### config.mk
export PLATFORM = sky130hd
export DESIGN_NAME = emu_time_controller_flat
export DESIGN_NICKNAME = d
export VERILOG_FILES = /design/src/rtl/time_ctrl_pkg.sv /design/src/rtl/emu_time_controller_if.sv /design/src/rtl/dt_min_reduce.sv /design/src/rtl/emu_time_controller.sv /design/src/flat_wrapper.sv
export SDC_FILE = /design/constraint.sdc
export NUM_CORES = 1
export LEC_CHECK = 0
export CORE_ASPECT_RATIO = 0.9
export CORE_MARGIN = 1.5
export CORE_UTILIZATION = 49
export CTS_CLUSTER_DIAMETER = 50
export DETAILED_ROUTE_END_ITERATION = 16
export PLACE_DENSITY = 0.75
export SLEW_MARGIN = 0
export SYNTH_ARGS = -nofsm -noshare
export SYNTH_HDL_FRONTEND = slang
export SYNTH_SLANG_ARGS = --single-unit
### constraint.sdc
create_clock -name emu_clk -period 20.7 [get_ports emu_clk]
set_clock_uncertainty 0.15 [all_clocks]
set_input_delay 6.21 -clock emu_clk [delete_from_list [all_inputs] [get_ports emu_clk]]
set_output_delay 6.21 -clock emu_clk [all_outputs]
set_load 0.1 [all_outputs]
### src/rtl/time_ctrl_pkg.sv
// Shared types for the emulation time controller: host command opcodes and FSM states.
package time_ctrl_pkg;

    typedef enum logic [1:0] {
        CMD_PAUSE = 2'd0,
        CMD_RUN   = 2'd1,
        CMD_STEP  = 2'd2,
        CMD_UNTIL = 2'd3
    } cmd_op_t;

    typedef enum logic [1:0] {
        ST_PAUSED = 2'd0,
        ST_RUN    = 2'd1,
        ST_STEP   = 2'd2,
        ST_UNTIL  = 2'd3
    } state_t;

endpackage

### src/rtl/emu_time_controller_if.sv
// Bundle of dt request inputs, host command port and time outputs of the controller.
interface emu_time_controller_if
    import time_ctrl_pkg::*;
#(
    parameter int n          = 2,
    parameter int width      = 32,
    parameter int time_width = 64
);
    logic signed [width-1:0]      dt_req [n];
    logic [n-1:0]                 dt_en;
    logic                         cmd_valid;
    logic                         cmd_ready;
    cmd_op_t                      cmd_op;
    logic [time_width-1:0]        cmd_arg;
    logic signed [width-1:0]      emu_dt;
    logic signed [time_width-1:0] emu_time;
    logic                         emu_running;
    logic                         done;

    modport master (
        output dt_req, dt_en, cmd_valid, cmd_op, cmd_arg,
        input  cmd_ready, emu_dt, emu_time, emu_running, done
    );

    modport slave (
        input  dt_req, dt_en, cmd_valid, cmd_op, cmd_arg,
        output cmd_ready, emu_dt, emu_time, emu_running, done
    );
endinterface

### src/rtl/dt_min_reduce.sv
// Masks disabled channels to dt_max, clamps negative requests to zero and
// reduces all requests (and the ceiling) to their minimum.
module dt_min_reduce #(
    parameter int                      n      = 2,
    parameter int                      width  = 32,
    parameter logic signed [width-1:0] dt_max = {1'b0, {(width-1){1'b1}}}
) (
    input  logic signed [width-1:0] i_dt_req [n],
    input  logic [n-1:0]            i_dt_en,
    output logic signed [width-1:0] o_m
);
    logic signed [width-1:0] w_chain [n+1];

    // Seeding with the ceiling makes the all-disabled case fall out as dt_max.
    assign w_chain[0] = dt_max;

    genvar gi;
    generate
        for (gi = 0; gi < n; gi++) begin : g_chain
            logic signed [width-1:0] w_r;
            assign w_r = !i_dt_en[gi]          ? dt_max :
                         i_dt_req[gi][width-1] ? '0     : i_dt_req[gi];
            assign w_chain[gi+1] = (w_r < w_chain[gi]) ? w_r : w_chain[gi];
        end
    endgenerate

    assign o_m = w_chain[n];
endmodule

### src/rtl/emu_time_controller.sv
// Global emulation time manager: picks emu_dt from the channel minimum and the
// host run mode, accumulates emu_time and handles PAUSE/RUN/STEP/UNTIL commands.
module emu_time_controller
    import time_ctrl_pkg::*;
#(
    parameter int                      n             = 2,
    parameter int                      width         = 32,
    parameter int                      time_width    = 64,
    parameter logic signed [width-1:0] dt_max        = {1'b0, {(width-1){1'b1}}},
    parameter bit                      start_running = 1'b1
) (
    input logic                  emu_clk,
    input logic                  emu_rst,
    emu_time_controller_if.slave bus
);
    localparam state_t reset_state = state_t'(start_running ? ST_RUN : ST_PAUSED);

    state_t                       r_state;
    logic signed [time_width-1:0] r_time;
    logic [time_width-1:0]        r_cnt;
    logic signed [time_width-1:0] r_target;
    logic                         r_done;
    logic                         r_running;

    state_t                       w_state_next;
    logic [time_width-1:0]        w_cnt_next;
    logic signed [time_width-1:0] w_target_next;
    logic                         w_done_next;
    logic                         w_ready;
    logic signed [width-1:0]      w_m;
    logic signed [width-1:0]      w_dt;
    logic signed [time_width-1:0] w_m_ext;
    logic signed [time_width-1:0] w_dt_ext;
    logic signed [time_width-1:0] w_rem;
    logic signed [time_width-1:0] w_time_next;

    dt_min_reduce #(
        .n      (n),
        .width  (width),
        .dt_max (dt_max)
    ) u_dt_min (
        .i_dt_req (bus.dt_req),
        .i_dt_en  (bus.dt_en),
        .o_m      (w_m)
    );

    assign w_m_ext = time_width'(w_m);
    assign w_rem   = r_target - r_time;

    // In UNTIL the remaining distance is bounded by m, so the narrowed value fits.
    always_comb begin
        w_dt = w_m;
        case (r_state)
            ST_PAUSED: w_dt = '0;
            ST_UNTIL:  w_dt = (w_rem < w_m_ext) ? w_rem[width-1:0] : w_m;
            default:   w_dt = w_m;
        endcase
    end

    assign w_dt_ext    = time_width'(w_dt);
    assign w_time_next = r_time + w_dt_ext;

    always_comb begin
        w_state_next  = r_state;
        w_cnt_next    = r_cnt;
        w_target_next = r_target;
        w_done_next   = 1'b0;
        w_ready       = (r_state == ST_PAUSED) || (r_state == ST_RUN) ||
                        (bus.cmd_op == CMD_PAUSE);

        case (r_state)
            ST_STEP: begin
                w_cnt_next = r_cnt - time_width'(1);
                if (r_cnt == time_width'(1)) begin
                    w_state_next = ST_PAUSED;
                    w_done_next  = 1'b1;
                end
            end
            ST_UNTIL: begin
                if (w_time_next == r_target) begin
                    w_state_next = ST_PAUSED;
                    w_done_next  = 1'b1;
                end
            end
            default: ;
        endcase

        // An accepted command wins over a same-cycle completion; done survives.
        if (bus.cmd_valid && w_ready) begin
            case (bus.cmd_op)
                CMD_PAUSE: w_state_next = ST_PAUSED;
                CMD_RUN:   w_state_next = ST_RUN;
                CMD_STEP: begin
                    if (bus.cmd_arg == '0) begin
                        w_state_next = ST_PAUSED;
                        w_done_next  = 1'b1;
                    end else begin
                        w_state_next = ST_STEP;
                        w_cnt_next   = bus.cmd_arg;
                    end
                end
                default: begin
                    if ($signed(bus.cmd_arg) <= r_time) begin
                        w_state_next = ST_PAUSED;
                        w_done_next  = 1'b1;
                    end else begin
                        w_state_next  = ST_UNTIL;
                        w_target_next = $signed(bus.cmd_arg);
                    end
                end
            endcase
        end
    end

    always_ff @(posedge emu_clk or posedge emu_rst) begin
        if (emu_rst) begin
            r_state   <= reset_state;
            r_time    <= '0;
            r_cnt     <= '0;
            r_target  <= '0;
            r_done    <= 1'b0;
            r_running <= start_running;
        end else begin
            r_state   <= w_state_next;
            r_time    <= w_time_next;
            r_cnt     <= w_cnt_next;
            r_target  <= w_target_next;
            r_done    <= w_done_next;
            r_running <= (w_state_next != ST_PAUSED);
        end
    end

    assign bus.cmd_ready   = w_ready;
    assign bus.emu_dt      = w_dt;
    assign bus.emu_time    = r_time;
    assign bus.emu_running = r_running;
    assign bus.done        = r_done;
endmodule

### src/flat_wrapper.sv
// flat-port wrapper written by rule: the top's interface ports become plain ports
module emu_time_controller_flat import time_ctrl_pkg::*;
#(
    parameter int                      n             = 2,
    parameter int                      width         = 32,
    parameter int                      time_width    = 64,
    parameter logic signed [width-1:0] dt_max        = {1'b0, {(width-1){1'b1}}},
    parameter bit                      start_running = 1'b1
)
  (emu_clk, emu_rst, bus_dt_req, bus_dt_en, bus_cmd_valid, bus_cmd_op, bus_cmd_arg, bus_cmd_ready, bus_emu_dt, bus_emu_time, bus_emu_running, bus_done);
  emu_time_controller_if #(.n(n), .width(width), .time_width(time_width)) bus_i ();
  input logic emu_clk;
  input logic emu_rst;
  input wire logic [$bits(bus_i.dt_req)-1:0] bus_dt_req;
  input wire logic [$bits(bus_i.dt_en)-1:0] bus_dt_en;
  input wire logic [$bits(bus_i.cmd_valid)-1:0] bus_cmd_valid;
  input wire logic [$bits(bus_i.cmd_op)-1:0] bus_cmd_op;
  input wire logic [$bits(bus_i.cmd_arg)-1:0] bus_cmd_arg;
  output wire logic [$bits(bus_i.cmd_ready)-1:0] bus_cmd_ready;
  output wire logic [$bits(bus_i.emu_dt)-1:0] bus_emu_dt;
  output wire logic [$bits(bus_i.emu_time)-1:0] bus_emu_time;
  output wire logic [$bits(bus_i.emu_running)-1:0] bus_emu_running;
  output wire logic [$bits(bus_i.done)-1:0] bus_done;
  assign bus_i.dt_req = {>>{bus_dt_req}};
  assign bus_i.dt_en = bus_dt_en;
  assign bus_i.cmd_valid = bus_cmd_valid;
  assign bus_i.cmd_op = bus_cmd_op;
  assign bus_i.cmd_arg = bus_cmd_arg;
  assign bus_cmd_ready = bus_i.cmd_ready;
  assign bus_emu_dt = bus_i.emu_dt;
  assign bus_emu_time = bus_i.emu_time;
  assign bus_emu_running = bus_i.emu_running;
  assign bus_done = bus_i.done;
  emu_time_controller #(.n(n), .width(width), .time_width(time_width), .dt_max(dt_max), .start_running(start_running)) u_core (.emu_clk(emu_clk), .emu_rst(emu_rst), .bus(bus_i));
endmodule
* Yosys cells after proc, flatten, opt, wreduce, memory -nomap -nowiden
Index checks and enable logic that the tools add are counted.
** Storage, ports and cells
- Register bits :: 196
- Output and inout port bits :: 99
** Operators by class
- $add $sub $neg :: 3
- Order comparisons :: 4
- Eq/ne operators :: 7
- Mux-type cells :: 26
- Bitwise gates (word level) :: 2
- Reductions and logical operators :: 10
** Operators with widths (count)
- $mux W64 :: 4
- $mux W31 :: 6
- $add A64 B32 Y64 :: 1
- $eq A64 B1 Y1 const B :: 1
- $eq A64 B64 Y1 :: 1
- $le A64 B64 Y1 :: 1
- $logic_not A64 Y1 :: 1
- $lt A64 B32 Y1 :: 1
- $pmux W32 S2 :: 1
- $sub A64 B1 Y64 const B :: 1
- $sub A64 B64 Y64 :: 1
- $mux W32 :: 1
- $lt A31 B31 Y1 :: 1
- $lt A31 B31 Y1 const B :: 1
- $mux W2 :: 5
- $eq A2 B2 Y1 const B :: 3
- $pmux W2 S3 :: 1
- $mux W1 :: 5
- $eq A2 B1 Y1 const B :: 2
- $logic_not A2 Y1 :: 2
- $pmux W1 S2 :: 2
- $pmux W2 S2 :: 1
- $reduce_and A3 Y1 :: 1
- $reduce_or A3 Y1 :: 1
- other kinds (5) :: 7

* Logic depth before layout (Yosys ltp)
- Depth after elaboration :: 16
- Mapped depth :: 43
- Gate-level depth less buffers :: 42

* By module
A second synthesis with hierarchy kept.
** Unflattened totals
- Cells, all modules :: 2704
- Area total of the unflattened synthesis :: 22098.7 sq um
** Modules (own cells, without submodules)
- emu_time_controller :: instances 1, cells an instance 2488, area an instance 20544.7 sq um, sequential area each 4907.2 sq um
- dt_min_reduce :: instances 1, cells an instance 216, area an instance 1554.0 sq um, sequential area each 0.0 sq um

* Worst setup path after synthesis
OpenSTA, ideal clock, no wires.
- Path type :: input to output
- Start :: in bus_dt_req[31]
- End :: out bus_emu_dt[31]
- Arrival time :: 13.457 ns
- Setup slack :: 0.883 ns
- Stages on the path :: 23
- Buffers on the path :: 3
- Cell sequence :: clkbuf_1 clkbuf_1 o21ai_0 ha_1 a21o_1 a2111oi_0 o22ai_1 a31oi_1 clkbuf_1 mux2_2 inv_1 ha_1 nand4_1 nor2_1 a221oi_1 nand4_1 a2111oi_0 o2111ai_1 nor3_1 nand4_1 or4_4 o41a_1 nor4b_4
** On the way
- Longest elaborated chain between the ends :: 7
** Ends and longest elaborated chain
- start: declaration :: RTL line flat_wrapper.sv:14 : input wire logic [$bits(bus_i.dt_req)-1:0] bus_dt_req;
- $mux W31 (*) :: RTL line dt_min_reduce.sv:22 : i_dt_req[gi][width-1] ? '0 : i_dt_req[gi];
- $mux W31 (*) :: RTL line dt_min_reduce.sv:21 : assign w_r = !i_dt_en[gi] ? dt_max :
- $lt A31 B31 Y1 :: RTL line dt_min_reduce.sv:23 : assign w_chain[gi+1] = (w_r < w_chain[gi]) ? w_r : w_chain[gi];
- $mux W31 (*) :: RTL line dt_min_reduce.sv:23
- $lt A64 B32 Y1 (*) :: RTL line emu_time_controller.sv:55 : ST_UNTIL: w_dt = (w_rem < w_m_ext) ? w_rem[width-1:0] : w_m;
- $mux W32 (*) :: RTL line emu_time_controller.sv:55
- $pmux W32 S2 (*) :: RTL line emu_time_controller.sv:53 : case (r_state)
- end: declaration :: RTL line flat_wrapper.sv:20 : output wire logic [$bits(bus_i.emu_dt)-1:0] bus_emu_dt;
Every way passes the cells marked *; elsewhere a longest branch is shown, timed or not.

* Final worst setup path
- Start :: in bus_dt_req[31]
- End :: out bus_emu_dt[29]
** On the way
- Longest elaborated chain between the ends :: 7
** Ends and longest elaborated chain (RTL line)
- $mux W31 (*) :: dt_min_reduce.sv:22
- $mux W31 (*) :: dt_min_reduce.sv:21
- $lt A31 B31 Y1 :: dt_min_reduce.sv:23
- $mux W31 (*) :: dt_min_reduce.sv:23
- $lt A64 B32 Y1 :: emu_time_controller.sv:55
- $mux W32 :: emu_time_controller.sv:55
- $pmux W32 S2 (*) :: emu_time_controller.sv:53
Marked as above.

==> impl_metrics.py <==
metrics = {
    "global_routing": {
        "grt_max_degree": 85,
        "grt_use_total_pct": 40.38,
        "grt-ovfl-total": 0,
        "grt_pass1_wl_um": 144700,
        "grt_pass1_vias": 22820,
        "antenna_found_initial": 2,
    },
    "synth": {
        "ys_ff_latch": 196,
        "synth_area_leaders": "dfrtp_1 21%, ha_1 14%, o21ai_0 5.3%, xnor2_1 5.2%, a21oi_1 5.0%",
        "ys_seq_area_share_pct": 21.57,
        "ys_warn_count": 0,
        "netlist_area_um2": 22750,
        "synth_most_common_cell": "nand2_1",
        "synth_top_cell_by_area": "dfrtp_1",
        "avgSynthCellArea_um2": 7.903,
        "async_flop_share_pct": 100.0,
        "yosysTopAreaCellShare_pct": 21.34,
        "synth_nets": 3271,
        "synth_edf_count": 0,
        "yosys-top-cells-count": "276 x nand2_1, 255 x ha_1, 242 x o21ai_0, 226 x a21oi_1, 214 x inv_1",
        "postSynthCellCount": 2879,
        "synth.distinct_cells": 97,
        "ys_dominant_reg_cell": "dfrtp_1",
    },
    "timing": {
        "slew_headroom_pct": 13.94,
        "worst_slew_pin_slew_ps": 1291,
        "slew_violations": 0,
        "setup_tns_ps": 0,
        "layout_min_cycle_time_ps": 20210,
        "rsz0062_at_grt": "no",
        "post-route-period-util_pct": 97.64,
        "max_freq_mhz": 49.48,
        "hold_viol": 0,
        "setup_viol": 0,
    },
    "clock_network": {
        "cts.path.max_buffers": 2,
        "clkSlewWorstSetupHoldPaths_ps": 80,
        "cts_resized": 0,
        "cts_sinks": 196,
        "hold_buffers": 0,
        "cts_buffers": 17,
        "insertion_delay_ps": 520,
        "h-tree-depth": 4,
        "post_cts_buffers": 0,
        "cts-root-buf": "clkbuf_16",
        "cts_tree": "built",
    },
    "route": {
        "ant_nets": 0,
        "drt-vias-per-instance": 6.589,
        "wl_per_cell_um": 26.92,
        "drt_wl_total_um": 98300,
        "post-route-drc-count": 0,
        "first_pass_iters": 6,
        "num_vias": 24060,
        "first_iter_violations": 2581,
    },
    "worst_hold_path": {
        "hp-start": "u_core.r_target[0]",
        "whs_endpoint": "u_core.r_target[0]",
        "holdPathStages": 2,
        "hold_path.class": "reg -> reg",
    },
    "critical_path": {
        "start_kind": "input port",
        "worstRegToRegCells": 40,
        "r2r-end": "u_core.bus.emu_running",
        "worstSetupEndpointType": "output port",
        "arrival_ps": 13850,
        "required_ps": 14340,
        "regToRegStartpoint": "u_core.bus.emu_time[0]",
        "ff2ff_setup_slack_ps": 7430,
        "cp_max_fo": 51,
        "path_class": "in -> out",
    },
    "floorplanning": {
        "die_width_um": 230.1,
        "core_um2": 45650,
        "pin_count": 234,
        "rows": 74,
        "die_area_um2": 47740,
        "fp.dieH_um": 207.4,
        "start_util_pct": 49.85,
    },
    "placement": {
        "io_buffers": 233,
        "dp_hpwl_um": 80910,
        "place_congestion": 1.083,
    },
    "status": {
        "status": "finished clean",
    },
    "cells_and_area": {
        "final_util_pct": 58.20,
        "syn2layout_area_growth_pct": 16.76,
        "seq_area_um2": 4907,
        "drive_gt1_share_pct": 7.465,
        "multi_input_area_um2": 16510,
        "fill_cells": 4140,
        "finalNetCount": 3420,
    },
    "flow_run": {
        "maxCapViolCount": 0,
    },
}
-- layer usage --
| metal | share of wire [%] | wire length [µm] | track usage (%) | up-vias |
|---|---|---|---|---|
| met2 | 43 | 41960 | 60.23 | 1338 |
| met1 | 42 | 40960 | 54.30 | 11680 |
| met4 | 4.5 | 4409 | 17.49 | 0 |
| li1 | - | - | - | 10820 |
| met3 | 11 | 10970 | 11.36 | 230 |
| met5 | 0 | 0 | 0.4032 | - |
-- cells by family after synthesis --
logic type	after synthesis	synth area share, %
AND/OR/NAND/NOR	878	19.22
XOR/XNOR	224	9.750
multiplexers	108	5.169
adder cells (fa/ha/maj)	257	14.20
AO/OA/AOI/OAI	864	24.11
buffers and inverters	352	5.983
flip-flops	196	21.57
-- worst max path at each step --
stage | start | endpoint | slack [ps] | cells after the start
floorplan | bus_dt_req[31] | bus_emu_dt[31] | 880 | 23
global placement | bus_dt_req[31] | bus_emu_dt[30] | 600 | 26
detailed placement | bus_dt_req[31] | bus_emu_dt[29] | 400 | 25
CTS | bus_dt_req[31] | bus_emu_dt[29] | 390 | 25
global route | bus_dt_req[31] | bus_emu_dt[29] | 150 | 25
finish | bus_dt_req[31] | bus_emu_dt[29] | 490 | 25
-- per-stage QoR --
stage / setup WS (ps) / cells / hold WS, ps / area (µm²)
CTS: 387.7 / 3649 / 395.5 / 26550
floorplan: 883.1 / 2879 / 341.8 / 22750
global placement: 603.6 / 3617 / 359.6 / 25920
global route: 149.2 / 3649 / 404.3 / 26560
finish: 487.9 / 3652 / 400.2 / 26570
detailed placement: 401.3 / 3617 / 367.5 / 25920
-- state kept, by name, summed over array words and instances, names as in the netlist --
register	flops
u_core.bus.done	1
u_core.r_cnt	64
u_core.r_state	2
u_core.r_target	64
u_core.bus.emu_running	1
u_core.bus.emu_time	64
-- worst max-delay path, stage by stage --
cell and delay, ps:
dlymetal6s2s_1 690, o21ai_0 320, ha_1 400, a21oi_1 190, nor2_1 60, a2111oi_0 410
o22ai_1 230, a31oi_4 500, buf_4 270, mux2i_1 330, ha_1 310, nand3_1 150
nor2_1 100, a221oi_1 310, nand4_1 130, a2111oi_0 470, o2111ai_1 180, nor3_1 220
nand4_1 110, or4_4 510, o41ai_4 420, buf_12 270, nand3_1 110, a21oi_1 620
buf_12 260
-- cell type report --
cell class	count	share of cell area, %
flip-flops and latches	196	18.47
repair buffers	267	11.03
multi-input cells	2331	62.16
clock buffers	17	1.601
clock inverters	15	0.7771
inverters	215	3.066
diodes	3	0.02826
well taps	608	2.863
-- placed cells by master (no fill, tap or decap), drive strengths merged, types with 32 or more instances in the layout --
cell           instances
nand2                278
o21ai                263
ha                   255
a21oi                231
inv                  219
clkdlybuf4s50        197
dfrtp                194
nor2                 157
xnor2                134
nor3                  85
a21o                  81
nand4                 81
nand3                 79
mux2                  76
xor2                  72
buf                   66
nor4                  56
o21a                  40
mux2i                 32
Power is not shown: default switching activity piles up to over one toggle a cycle in this logic, so the estimate is an artifact.
